File: src/rtl/nrn_pkg.sv
// Shared types and sizes for the neuron controller: FSM state encoding,
// fan-in and byte width, plus a helper that slices one bit out of every lane.
package nrn_pkg;

  localparam int NRN_FANIN = 4;
  localparam int BYTE_W    = 8;
  localparam int VEC_W     = NRN_FANIN * BYTE_W;
  localparam int BIT_CNT_W = $clog2(BYTE_W);
  localparam int WAIT_CNT_W = 16;

  typedef enum logic [2:0] {
    ST_IDLE     = 3'd0,
    ST_WAIT_REQ = 3'd1,
    ST_STREAM   = 3'd2,
    ST_WAIT_ACK = 3'd3,
    ST_COLLECT  = 3'd4,
    ST_DONE     = 3'd5
  } nrn_state_e;

  // Bit k of every input byte, lane i taken from vec[8i+7:8i].
  function automatic logic [NRN_FANIN-1:0] lane_bits(
    input logic [VEC_W-1:0]     vec,
    input logic [BIT_CNT_W-1:0] k
  );
    logic [NRN_FANIN-1:0] b;
    logic [BYTE_W-1:0]    byte_v;
    b = '0;
    for (int i = 0; i < NRN_FANIN; i++) begin
      byte_v = vec[i*BYTE_W +: BYTE_W];
      b[i]   = byte_v[k];
    end
    return b;
  endfunction

endpackage

File: src/rtl/nrn_wait_timer.sv
// Wait-state watchdog. The count is held at zero while clear_i is high and
// advances once per enabled cycle. expired_o flags the cycle whose closing
// edge is the TIMEOUT-th edge spent waiting; the count saturates there so it
// never wraps.
module nrn_wait_timer
  import nrn_pkg::*;
#(
  parameter int unsigned TIMEOUT = 255
) (
  input  logic                  clk_i,
  input  logic                  rst_i,
  input  logic                  clear_i,
  input  logic                  enable_i,
  output logic                  expired_o,
  output logic [WAIT_CNT_W-1:0] count_o
);

  localparam logic [WAIT_CNT_W-1:0] LAST = WAIT_CNT_W'(TIMEOUT - 1);

  logic [WAIT_CNT_W-1:0] cnt_q, cnt_d;

  // Next count: clear wins, otherwise count up while enabled, stop at LAST.
  always_comb begin
    cnt_d = cnt_q;
    if (clear_i) begin
      cnt_d = '0;
    end else if (enable_i && (cnt_q != LAST)) begin
      cnt_d = cnt_q + WAIT_CNT_W'(1);
    end
  end

  // Count register with synchronous reset.
  always_ff @(posedge clk_i) begin
    if (rst_i) begin
      cnt_q <= '0;
    end else begin
      cnt_q <= cnt_d;
    end
  end

  assign expired_o = enable_i && !clear_i && (cnt_q == LAST);
  assign count_o   = cnt_q;

endmodule

File: src/rtl/neuron_ctrl.sv
// Neuron controller: accepts a 4-byte vector from the host, streams it
// bit-serially (LSB first) into four neuron input lanes, collects the 8-bit
// serial result and offers it back to the host. Waits for the neuron are
// guarded by a watchdog that aborts with a one-cycle ERR pulse.
//
// Handshakes: a host transfer happens on a rising edge where both valid and
// ready are high. in_ready_o is high only in IDLE; res_valid_o is high only
// in DONE and res_data_o is stable until res_ready_i is seen. A result
// handshake and a new input accept never share an edge.
//
// All outputs are registers loaded from the next-state values, so an output
// reflects the state entered at the same edge.
module neuron_ctrl
  import nrn_pkg::*;
#(
  parameter int unsigned TIMEOUT = 255
) (
  input  logic                 clk_i,
  input  logic                 rst_i,
  input  logic                 in_valid_i,
  output logic                 in_ready_o,
  input  logic [VEC_W-1:0]     in_data_i,
  output logic                 res_valid_o,
  input  logic                 res_ready_i,
  output logic [BYTE_W-1:0]    res_data_o,
  output logic                 err_o,
  output logic                 busy_o,
  input  logic [NRN_FANIN-1:0] nrn_in_req_i,
  output logic [NRN_FANIN-1:0] nrn_in_ack_o,
  output logic [NRN_FANIN-1:0] nrn_in_data_o,
  output logic                 nrn_out_req_o,
  input  logic                 nrn_out_ack_i,
  input  logic                 nrn_out_data_i,
  output nrn_state_e           state_o
);

  nrn_state_e           state_q, state_d;
  logic [BIT_CNT_W-1:0] k_q, k_d;
  logic [VEC_W-1:0]     vec_q, vec_d;
  logic [BYTE_W-1:0]    sh_q, sh_d;
  logic [BYTE_W-1:0]    res_data_q, res_data_d;

  logic                 in_ready_q, in_ready_d;
  logic                 busy_q, busy_d;
  logic                 err_q, err_d;
  logic                 res_valid_q, res_valid_d;
  logic                 out_req_q, out_req_d;
  logic [NRN_FANIN-1:0] ack_q, ack_d;
  logic [NRN_FANIN-1:0] lane_q, lane_d;

  logic                  in_wait;
  logic                  expired;
  logic [WAIT_CNT_W-1:0] wait_count;

  assign in_wait = (state_q == ST_WAIT_REQ) || (state_q == ST_WAIT_ACK);

  nrn_wait_timer #(
    .TIMEOUT (TIMEOUT)
  ) u_wait_timer (
    .clk_i     (clk_i),
    .rst_i     (rst_i),
    .clear_i   (!in_wait),
    .enable_i  (in_wait),
    .expired_o (expired),
    .count_o   (wait_count)
  );

  // Next-state logic; the awaited condition is tested before the timeout so
  // it wins when both occur together.
  always_comb begin
    state_d    = state_q;
    k_d        = k_q;
    vec_d      = vec_q;
    sh_d       = sh_q;
    res_data_d = res_data_q;
    err_d      = 1'b0;
    case (state_q)
      ST_IDLE: begin
        if (in_valid_i) begin
          vec_d   = in_data_i;
          state_d = ST_WAIT_REQ;
        end
      end
      ST_WAIT_REQ: begin
        if (&nrn_in_req_i) begin
          k_d     = '0;
          state_d = ST_STREAM;
        end else if (expired) begin
          vec_d   = '0;
          err_d   = 1'b1;
          state_d = ST_IDLE;
        end
      end
      ST_STREAM: begin
        if (k_q == BIT_CNT_W'(BYTE_W - 1)) begin
          k_d     = '0;
          state_d = ST_WAIT_ACK;
        end else begin
          k_d = k_q + BIT_CNT_W'(1);
        end
      end
      ST_WAIT_ACK: begin
        if (nrn_out_ack_i) begin
          sh_d[0] = nrn_out_data_i;
          k_d     = BIT_CNT_W'(1);
          state_d = ST_COLLECT;
        end else if (expired) begin
          vec_d   = '0;
          err_d   = 1'b1;
          state_d = ST_IDLE;
        end
      end
      ST_COLLECT: begin
        // nrn_out_ack_i is deliberately not looked at here.
        sh_d[k_q] = nrn_out_data_i;
        if (k_q == BIT_CNT_W'(BYTE_W - 1)) begin
          res_data_d = {nrn_out_data_i, sh_q[BYTE_W-2:0]};
          k_d        = '0;
          state_d    = ST_DONE;
        end else begin
          k_d = k_q + BIT_CNT_W'(1);
        end
      end
      ST_DONE: begin
        if (res_ready_i) begin
          state_d = ST_IDLE;
        end
      end
      default: begin
        state_d = ST_IDLE;
      end
    endcase
  end

  // Output values for the state being entered.
  always_comb begin
    in_ready_d  = (state_d == ST_IDLE);
    busy_d      = (state_d != ST_IDLE);
    res_valid_d = (state_d == ST_DONE);
    out_req_d   = (state_d == ST_WAIT_ACK);
    ack_d       = '0;
    lane_d      = '0;
    if (state_d == ST_STREAM) begin
      lane_d = lane_bits(vec_q, k_d);
      if (k_d == '0) begin
        ack_d = '1;
      end
    end
  end

  // State, datapath and output registers with synchronous reset.
  always_ff @(posedge clk_i) begin
    if (rst_i) begin
      state_q     <= ST_IDLE;
      k_q         <= '0;
      vec_q       <= '0;
      sh_q        <= '0;
      res_data_q  <= '0;
      in_ready_q  <= 1'b1;
      busy_q      <= 1'b0;
      err_q       <= 1'b0;
      res_valid_q <= 1'b0;
      out_req_q   <= 1'b0;
      ack_q       <= '0;
      lane_q      <= '0;
    end else begin
      state_q     <= state_d;
      k_q         <= k_d;
      vec_q       <= vec_d;
      sh_q        <= sh_d;
      res_data_q  <= res_data_d;
      in_ready_q  <= in_ready_d;
      busy_q      <= busy_d;
      err_q       <= err_d;
      res_valid_q <= res_valid_d;
      out_req_q   <= out_req_d;
      ack_q       <= ack_d;
      lane_q      <= lane_d;
    end
  end

  assign in_ready_o    = in_ready_q;
  assign busy_o        = busy_q;
  assign err_o         = err_q;
  assign res_valid_o   = res_valid_q;
  assign res_data_o    = res_data_q;
  assign nrn_out_req_o = out_req_q;
  assign nrn_in_ack_o  = ack_q;
  assign nrn_in_data_o = lane_q;
  assign state_o       = state_q;

endmodule

File: config.mk
export PLATFORM = sky130hd
export DESIGN_NAME = neuron_ctrl
export DESIGN_NICKNAME = d
export VERILOG_FILES = /design/src/rtl/nrn_pkg.sv /design/src/rtl/nrn_wait_timer.sv /design/src/rtl/neuron_ctrl.sv
export SDC_FILE = /design/constraint.sdc
export NUM_CORES = 1
export LEC_CHECK = 0
export CELL_PAD_IN_SITES_DETAIL_PLACEMENT = 0
export CELL_PAD_IN_SITES_GLOBAL_PLACEMENT = 2
export CORE_MARGIN = 5
export CORE_UTILIZATION = 30
export DETAILED_ROUTE_END_ITERATION = 6
export PLACE_DENSITY = 0.79
export SLEW_MARGIN = 0
export SYNTH_ARGS = -nofsm -noshare
export SYNTH_HDL_FRONTEND = slang
export SYNTH_SLANG_ARGS = --single-unit
File: constraint.sdc
create_clock -name clk_i -period 2.5 [get_ports clk_i]
set_input_delay 0.25 -clock clk_i [delete_from_list [all_inputs] [get_ports clk_i]]
set_output_delay 0.25 -clock clk_i [all_outputs]
set_load 0.1 [all_outputs]
==> results of run 1 <==
-- metrics by stage --
stage          util, %  area, um2  TNS (ns)  power (mW)
2_1_floorplan        -       3430         0        1.58
3_3_place_gp      37.2       4210    -0.402        1.70
3_5_place_dp      37.2       4210    -0.692        1.71
4_1_cts           40.3       4560         0        3.17
5_1_grt           40.9       4630         0        3.26
6_report          40.9       4630         0        3.13
-- placed cells by master, fill, tap and decap left out, types with 2 or more instances in the layout --
cell / n
clkdlybuf4s50_1: 40
inv_1: 5
clkbuf_16: 9
o22ai_1: 4
inv_8: 2
and3_1: 4
a211oi_1: 2
nor2_1: 68
nor3_1: 7
a22o_1: 3
a22oi_1: 32
mux2_2: 10
o211ai_1: 2
nand4_1: 5
nand3b_1: 2
mux2i_1: 25
a21oi_1: 10
or3_1: 2
dfxtp_2: 4
o21ai_0: 2
nand3_1: 7
nor2b_1: 4
nand2_1: 32
nand2b_1: 3
xor2_1: 9
xnor2_1: 6
dfxtp_1: 75
bufinv_16: 2
buf_4: 45
ha_1: 4
-- metal layers --
layer / share of wire (%) / routed length (um) / vias to the layer above / track usage [%]
met5: 0 / 0 / - / 0
li1: - / - / 1474 / -
met3: 4.9 / 422 / 10 / 3.60
met4: 1.2 / 105 / 0 / 4.28
met2: 46 / 3920 / 57 / 19.7
met1: 48 / 4140 / 1380 / 18.3
-- power by group --
part | switching [mW] | internal [mW]
combinational | 0.202 | 0.157
clock | 0.550 | 0.890
sequential | 0.0235 | 1.30
-- worst max-delay path: stages (launching register included) --
cell and delay, ns:
dfxtp_2 0.35, ha_1 0.19, or4b_4 0.50, or4_4 0.56
a21oi_4 0.23, nand3b_1 0.23, o22ai_1 0.21
-- cells by family after synthesis --
| kind of cell | Yosys count |
|---|---|
| and+or+nand+nor | 146 |
| DFF | 79 |
| AOI/OAI and AO/OA | 66 |
| muxes | 35 |
| buffers and inverters | 30 |
| xor gates and xnor gates | 15 |
| adders and majority gates | 4 |
-- flip-flops by register name, summed over array words and instances, names as in the netlist, 3 cells and up --
signal / flops
vec_q: 32
state_o: 3
res_data_o: 8
sh_q: 7
nrn_in_data_o: 4
k_q: 3
u_wait_timer.count_o: 16
-- final timing paths --
path                                       to  cells after the start  slack (ns)                                  from
setup / recovery  nrn_in_data_o[0]$_SDFF_PP0_                      6        0.15  u_wait_timer.count_o[1]$_SDFFE_PP0P_
hold / removal          state_o[2]$_SDFF_PP0_                      2        0.17                                 rst_i
setup reg to reg  nrn_in_data_o[0]$_SDFF_PP0_                      6        0.15  u_wait_timer.count_o[1]$_SDFFE_PP0P_
hold reg to reg    res_data_o[4]$_SDFFE_PP0P_                      2        0.45                  sh_q[4]$_SDFFE_PP0P_
-- layout make-up --
type	count	area (um2)
clock buffers	9	225
clock inverters	7	104
fillers	1174	6700
inverters	5	18.8
multi-input cells	266	1750
flip-flops and latches	79	1590
well taps	143	179
repair buffers	87	763
-- timing repair --
action	CTS	global route
hold buffers	0	0
gates resized for setup	2	5
pin swaps	2	4
endpoints found under the setup margin	6	39
buffers inserted	2	3
==> metrics.cfg, run 1 <==
[outcome]
outcome=complete, no violations

[synth]
ys_ff_latch=79
ys_warn_count=0
synth_common_cells=dfxtp_1 (79), nor2_1 (68), a22oi_1 (32), nand2_1 (32), mux2i_1 (25)
yosys.area.top_type=dfxtp_1
yosysMostFrequentCell=dfxtp_1
synth_top_area_share_pct=46.2
synth_xor_area_share_pct=3.84
synth_compound_area_share_pct=14.0
postSynth.asyncResetShare_pct=0
synth_edf_count=0
synth_fp_nets=421
yosys.area_share.simple_pct=19.6
synth.area.top_cells=dfxtp_1 (46%), nor2_1 (7.5%), mux2i_1 (7.3%)
synth-seq-area-share_pct=46.2
synth_fa_ha_area_share_pct=1.46
synth_area_mm2=0.00342
synthMuxAreaShare_pct=10.6
synth_top_family_by_area=simple AND/OR/NAND/NOR gates
ys_types=49
syn_inst=375
avgSynthCellArea_um2=9.12
synth-main-ff-cell=dfxtp_1

[clock_network]
clkSinkCount=79
cts_max_level=3
cts_buffer_depth=2
clkLatencyLatePin_ns=0.34
cts_buffers=9
clockRootBuffer=clkbuf_16
cts_tree=yes
cts.clk_slew.worst_paths_ns=0.07

[timing]
skew_ns=0.00870
worst_slack_ns=0.149
worst_hold_slack_ns=0.167
worst_slew_pin_slew_ns=0.648
fin_crit_ns=2.35
rsz0062_at_grt=false
min_period_over_period_pct=94.0
relSlewSlack_pct=56.8
fmax_mhz=425
drv_slew=0
setup_viol=0
finalHoldViolCount=0

[die]
core_area_mm2=0.0113
dieHeight_um=117
die_x_um=117
ioPinCount=66
initial_utilization_pct=30.2
die_area_mm2=0.0136
rows=39

[grt]
grt_overflow_total=0
grt_pass1_wl_mm=14.2
grt_max_degree=55
grt_pass1_vias=2875
antenna_found_initial=0
grt_usage_pct=13.1

[critical_path]
start_kind=flop
cp_data_required_time_ns=2.76
path_class=flop to flop
critPathMaxFanout=6
critPathCaptureType=flop
arrival_ns=2.61

[routing]
ant_nets=0
vias_per_cell=4.90
drt-total-wl_mm=8.58
detail_route.first_pass.iterations=4
wl_per_cell_um=14.4
drt-initial-drc-count=133
vias=2921
route.detailed.drc=0

[power]
vdd_ir_drop_max_mv=0.401
powerDensity_mw_per_mm2=676
p_leak_nw=1.75

[place]
dp_slack_ns=-0.166
dp_cells=575
portBuffers=65
gp_routability_congestion=0.775
hpwlAfterDp_mm=5.93

[job]
drv_cap=0

[layout]
syn2layout_area_growth_pct=35.2
fin_nets=494
diodes=0
drive_gt1_share_pct=19.2
finalNonFillerCells=596

[min_path]
min_path_type=input pin to flop

Note: power is estimated with default switching activity, not from simulation.
==> inputs of run 2 (changes only) <==
RECOVER_POWER = 50   (was default)
SYNTH_HIERARCHICAL = 1   (was default)
==> metrics.cfg, run 2 <==
[outcome]
outcome=complete, but fails checks
violations=setup timing

[layout]
nFillCells=1241  ; +5.7%
mostFrequentLayoutCells=dfxtp_1 (77), nand2_1 (63), a21oi_1 (53)
top_register=vec_q
diodes=0  ; unchanged
syn2layout_area_growth_pct=36.2
post-route-util_pct=41.8  ; +0.92 points
final_common_cell=dfxtp_1
fin_nets=567  ; +15%
drive_gt1_share_pct=17.9  ; -1.3 points
largest_register_ffs=32  ; unchanged
finalNonFillerCells=694  ; +16%

[timing]
finalHoldViolCount=0  ; unchanged
worst_slew_pin_slew_ns=1.19  ; +0.546 ns
relSlewSlack_pct=20.7  ; -36 points
min_period_over_period_pct=104  ; +10 points
skew_ns=0.00911  ; +0.000406 ns
setup_viol=38  ; +38
fin_tns_setup_ns=-1.85  ; -1.85 ns
rsz0062_at_grt=true
fin_crit_ns=2.61  ; +0.254 ns
worst_slack_ns=-0.105  ; -0.254 ns
fmax_mhz=384  ; -9.8%
drv_slew=0  ; unchanged

[die]
ioPinCount=66  ; unchanged
initial_utilization_pct=30.7  ; +0.46 points
core_area_mm2=0.0121  ; +6.5%
die_x_um=121  ; +3.7%
dieHeight_um=121  ; +3.7%
die_area_mm2=0.0147  ; +7.4%
rows=40  ; +2.6%

[power]
power_mw=3.05  ; -2.4%
p_sw_share_pct=25.9  ; +1.0 points
power_frac_seq_pct=43.3  ; +0.9 points
vdd_ir_drop_max_mv=0.357  ; -11%
powerDensity_mw_per_mm2=605  ; -10%
combPwrFrac_pct=12.9  ; +1.4 points
intPower_mw=2.26  ; -3.8%
p_leak_nw=1.79  ; +2.2%
net-switching-power_uw=788  ; +1.6%
pwr-share-clk_pct=43.8  ; -2.3 points

[place]
hpwlAfterDp_mm=6.69  ; +13%
dp_cells=671  ; +17%
gp_routability_congestion=0.783  ; +0.99%
dp_slack_ns=-0.204  ; -0.0387 ns
portBuffers=65  ; unchanged

[routing]
drt-total-wl_mm=9.80  ; +14%
vias_per_cell=4.85  ; -1.1%
wl_per_cell_um=14.1  ; -2.0%
vias=3363  ; +15%
route.detailed.drc=0  ; unchanged
drt-initial-drc-count=156  ; +17%
detail_route.first_pass.iterations=4  ; unchanged
ant_nets=0  ; unchanged

[min_path]
min_path_type=input pin to flop

[synth]
synth_edf_count=0  ; unchanged
yosys.area.top_type=dfxtp_1
synth.area.top_cells=dfxtp_1 (43%), mux2i_1 (7.8%), a21oi_1 (7.6%)
ys_ff_latch=79  ; unchanged
postSynth.asyncResetShare_pct=0  ; unchanged
synth_fp_nets=483  ; +15%
syn_inst=437  ; +17%
ys_types=56  ; +14%
ys_warn_count=6  ; +6
avgSynthCellArea_um2=8.47  ; -7.2%
synth-seq-area-share_pct=42.7  ; -3.5 points
synth_area_mm2=0.00370  ; +8.2%
synth-main-ff-cell=dfxtp_1
synth_top_area_share_pct=42.7  ; -3.5 points
yosysMostFrequentCell=dfxtp_1
synth_common_cells=dfxtp_1 (79), nand2_1 (65), a21oi_1 (56)

[grt]
antenna_found_initial=0  ; unchanged
grt_pass1_vias=3331  ; +16%
grt_overflow_total=0  ; unchanged
grt_usage_pct=13.5  ; +0.40 points
grt_max_degree=33  ; -40%
grt_pass1_wl_mm=16.0  ; +13%

[critical_path]
arrival_ns=2.88  ; +0.27 ns
slowest_stage=or4_4
path_class=flop to flop
critPathCaptureType=flop
critPathMaxFanout=5  ; -1
path_cells=or4_4 -> or4_4 -> nor3b_4 -> nor4b_2 -> a311o_2 -> and4bb_4 -> a22o_1
cp_slowest_stage_delay_ns=0.52  ; -0.04 ns
cpMostUsedCell=or4_4
cp_data_required_time_ns=2.78  ; +0.02 ns
start_kind=flop

[clock_network]
cts_buffer_depth=2  ; unchanged
cts_max_level=3  ; unchanged
cts_tree=yes
cts.clk_slew.worst_paths_ns=0.06  ; about the same
clkSinkCount=79  ; unchanged
clockRootBuffer=clkbuf_16
cts_buffers=9  ; unchanged
clkLatencyLatePin_ns=0.33  ; about the same

[job]
drv_cap=0  ; unchanged

-- run 2: power by group through the flow --
stage / registers [mW] / logic, mW / clock network (mW)
final: 1.32 / 0.394 / 1.34
after global routing: 1.32 / 0.430 / 1.43
after CTS: 1.32 / 0.368 / 1.37
after detailed placement: 1.35 / 0.363 / 0
after global placement: 1.35 / 0.360 / 0
after floorplan: 1.38 / 0.182 / 0
-- run 2: what timing repair did --
item / CTS / global route
pin swaps: 3 / 12
gates resized for setup: 4 / 21
endpoints found under the setup margin: 39 / 42
setup buffers: 2 / 3
hold buffers: 0 / 0
gates cloned: 0 / 3
-- run 2: layout make-up --
type	count	area [um2]	share of cell area (%)
clock buffer	9	225	4.47
clock inverter	7	81.3	1.61
inverter	6	22.5	0.447
multi-input combinational	319	2010	39.8
sequential	79	1580	31.4
tap	168	210	4.17
timing repair buffer	106	911	18.1
-- run 2: worst paths after layout --
kind | from | endpoint | slack [ns] | cells past startpoint
hold reg to reg | vec_q[13]$_SDFFE_PP0P_ | vec_q[13]$_SDFFE_PP0P_ | 0.45 | 2
setup / recovery | u_wait_timer/count_o[13]$_SDFFE_PP0P_ | nrn_in_data_o[0]$_SDFF_PP0_ | -0.11 | 7
hold / removal | rst_i | k_q[2]$_SDFF_PP0_ | 0.41 | 2
setup reg to reg | u_wait_timer/count_o[13]$_SDFFE_PP0P_ | nrn_in_data_o[0]$_SDFF_PP0_ | -0.11 | 7
-- run 2: stage by stage --
stage,area [um2],hold WS (ns)
after floorplan,3740,0.402
after global placement,4640,0.437
after detailed placement,4640,0.445
after CTS,4980,0.413
after global routing,5040,0.449
final,5040,0.408
-- run 2: kinds of logic (layout without fill, tap and decap cells) --
logic type | count (synthesis) | after routing | synth area share [%]
xor+xnor | 5 | 5 | 1.18
compound gates | 91 | 91 | 14.5
fa+ha+maj | 4 | 4 | 1.35
simple gates | 190 | 190 | 26.5
buf+inv | 39 | 128 | 5.92
flops | 79 | 79 | 42.7
mux | 29 | 29 | 7.85
-- run 2: layer usage --
layer | vias to the layer above | track usage, % | routed length, um
li1 | 1720 | - | -
met1 | 1565 | 16.8 | 4480
met2 | 59 | 22.4 | 4710
met3 | 19 | 3.78 | 401
met4 | 0 | 4.67 | 206
met5 | - | 0 | 0
-- run 2: worst max-delay path: cells and delay by family (launching register included) --
family          cells  cell delay, ns
compound gates      2            0.54
simple gates        5            1.68
flops               1            0.32
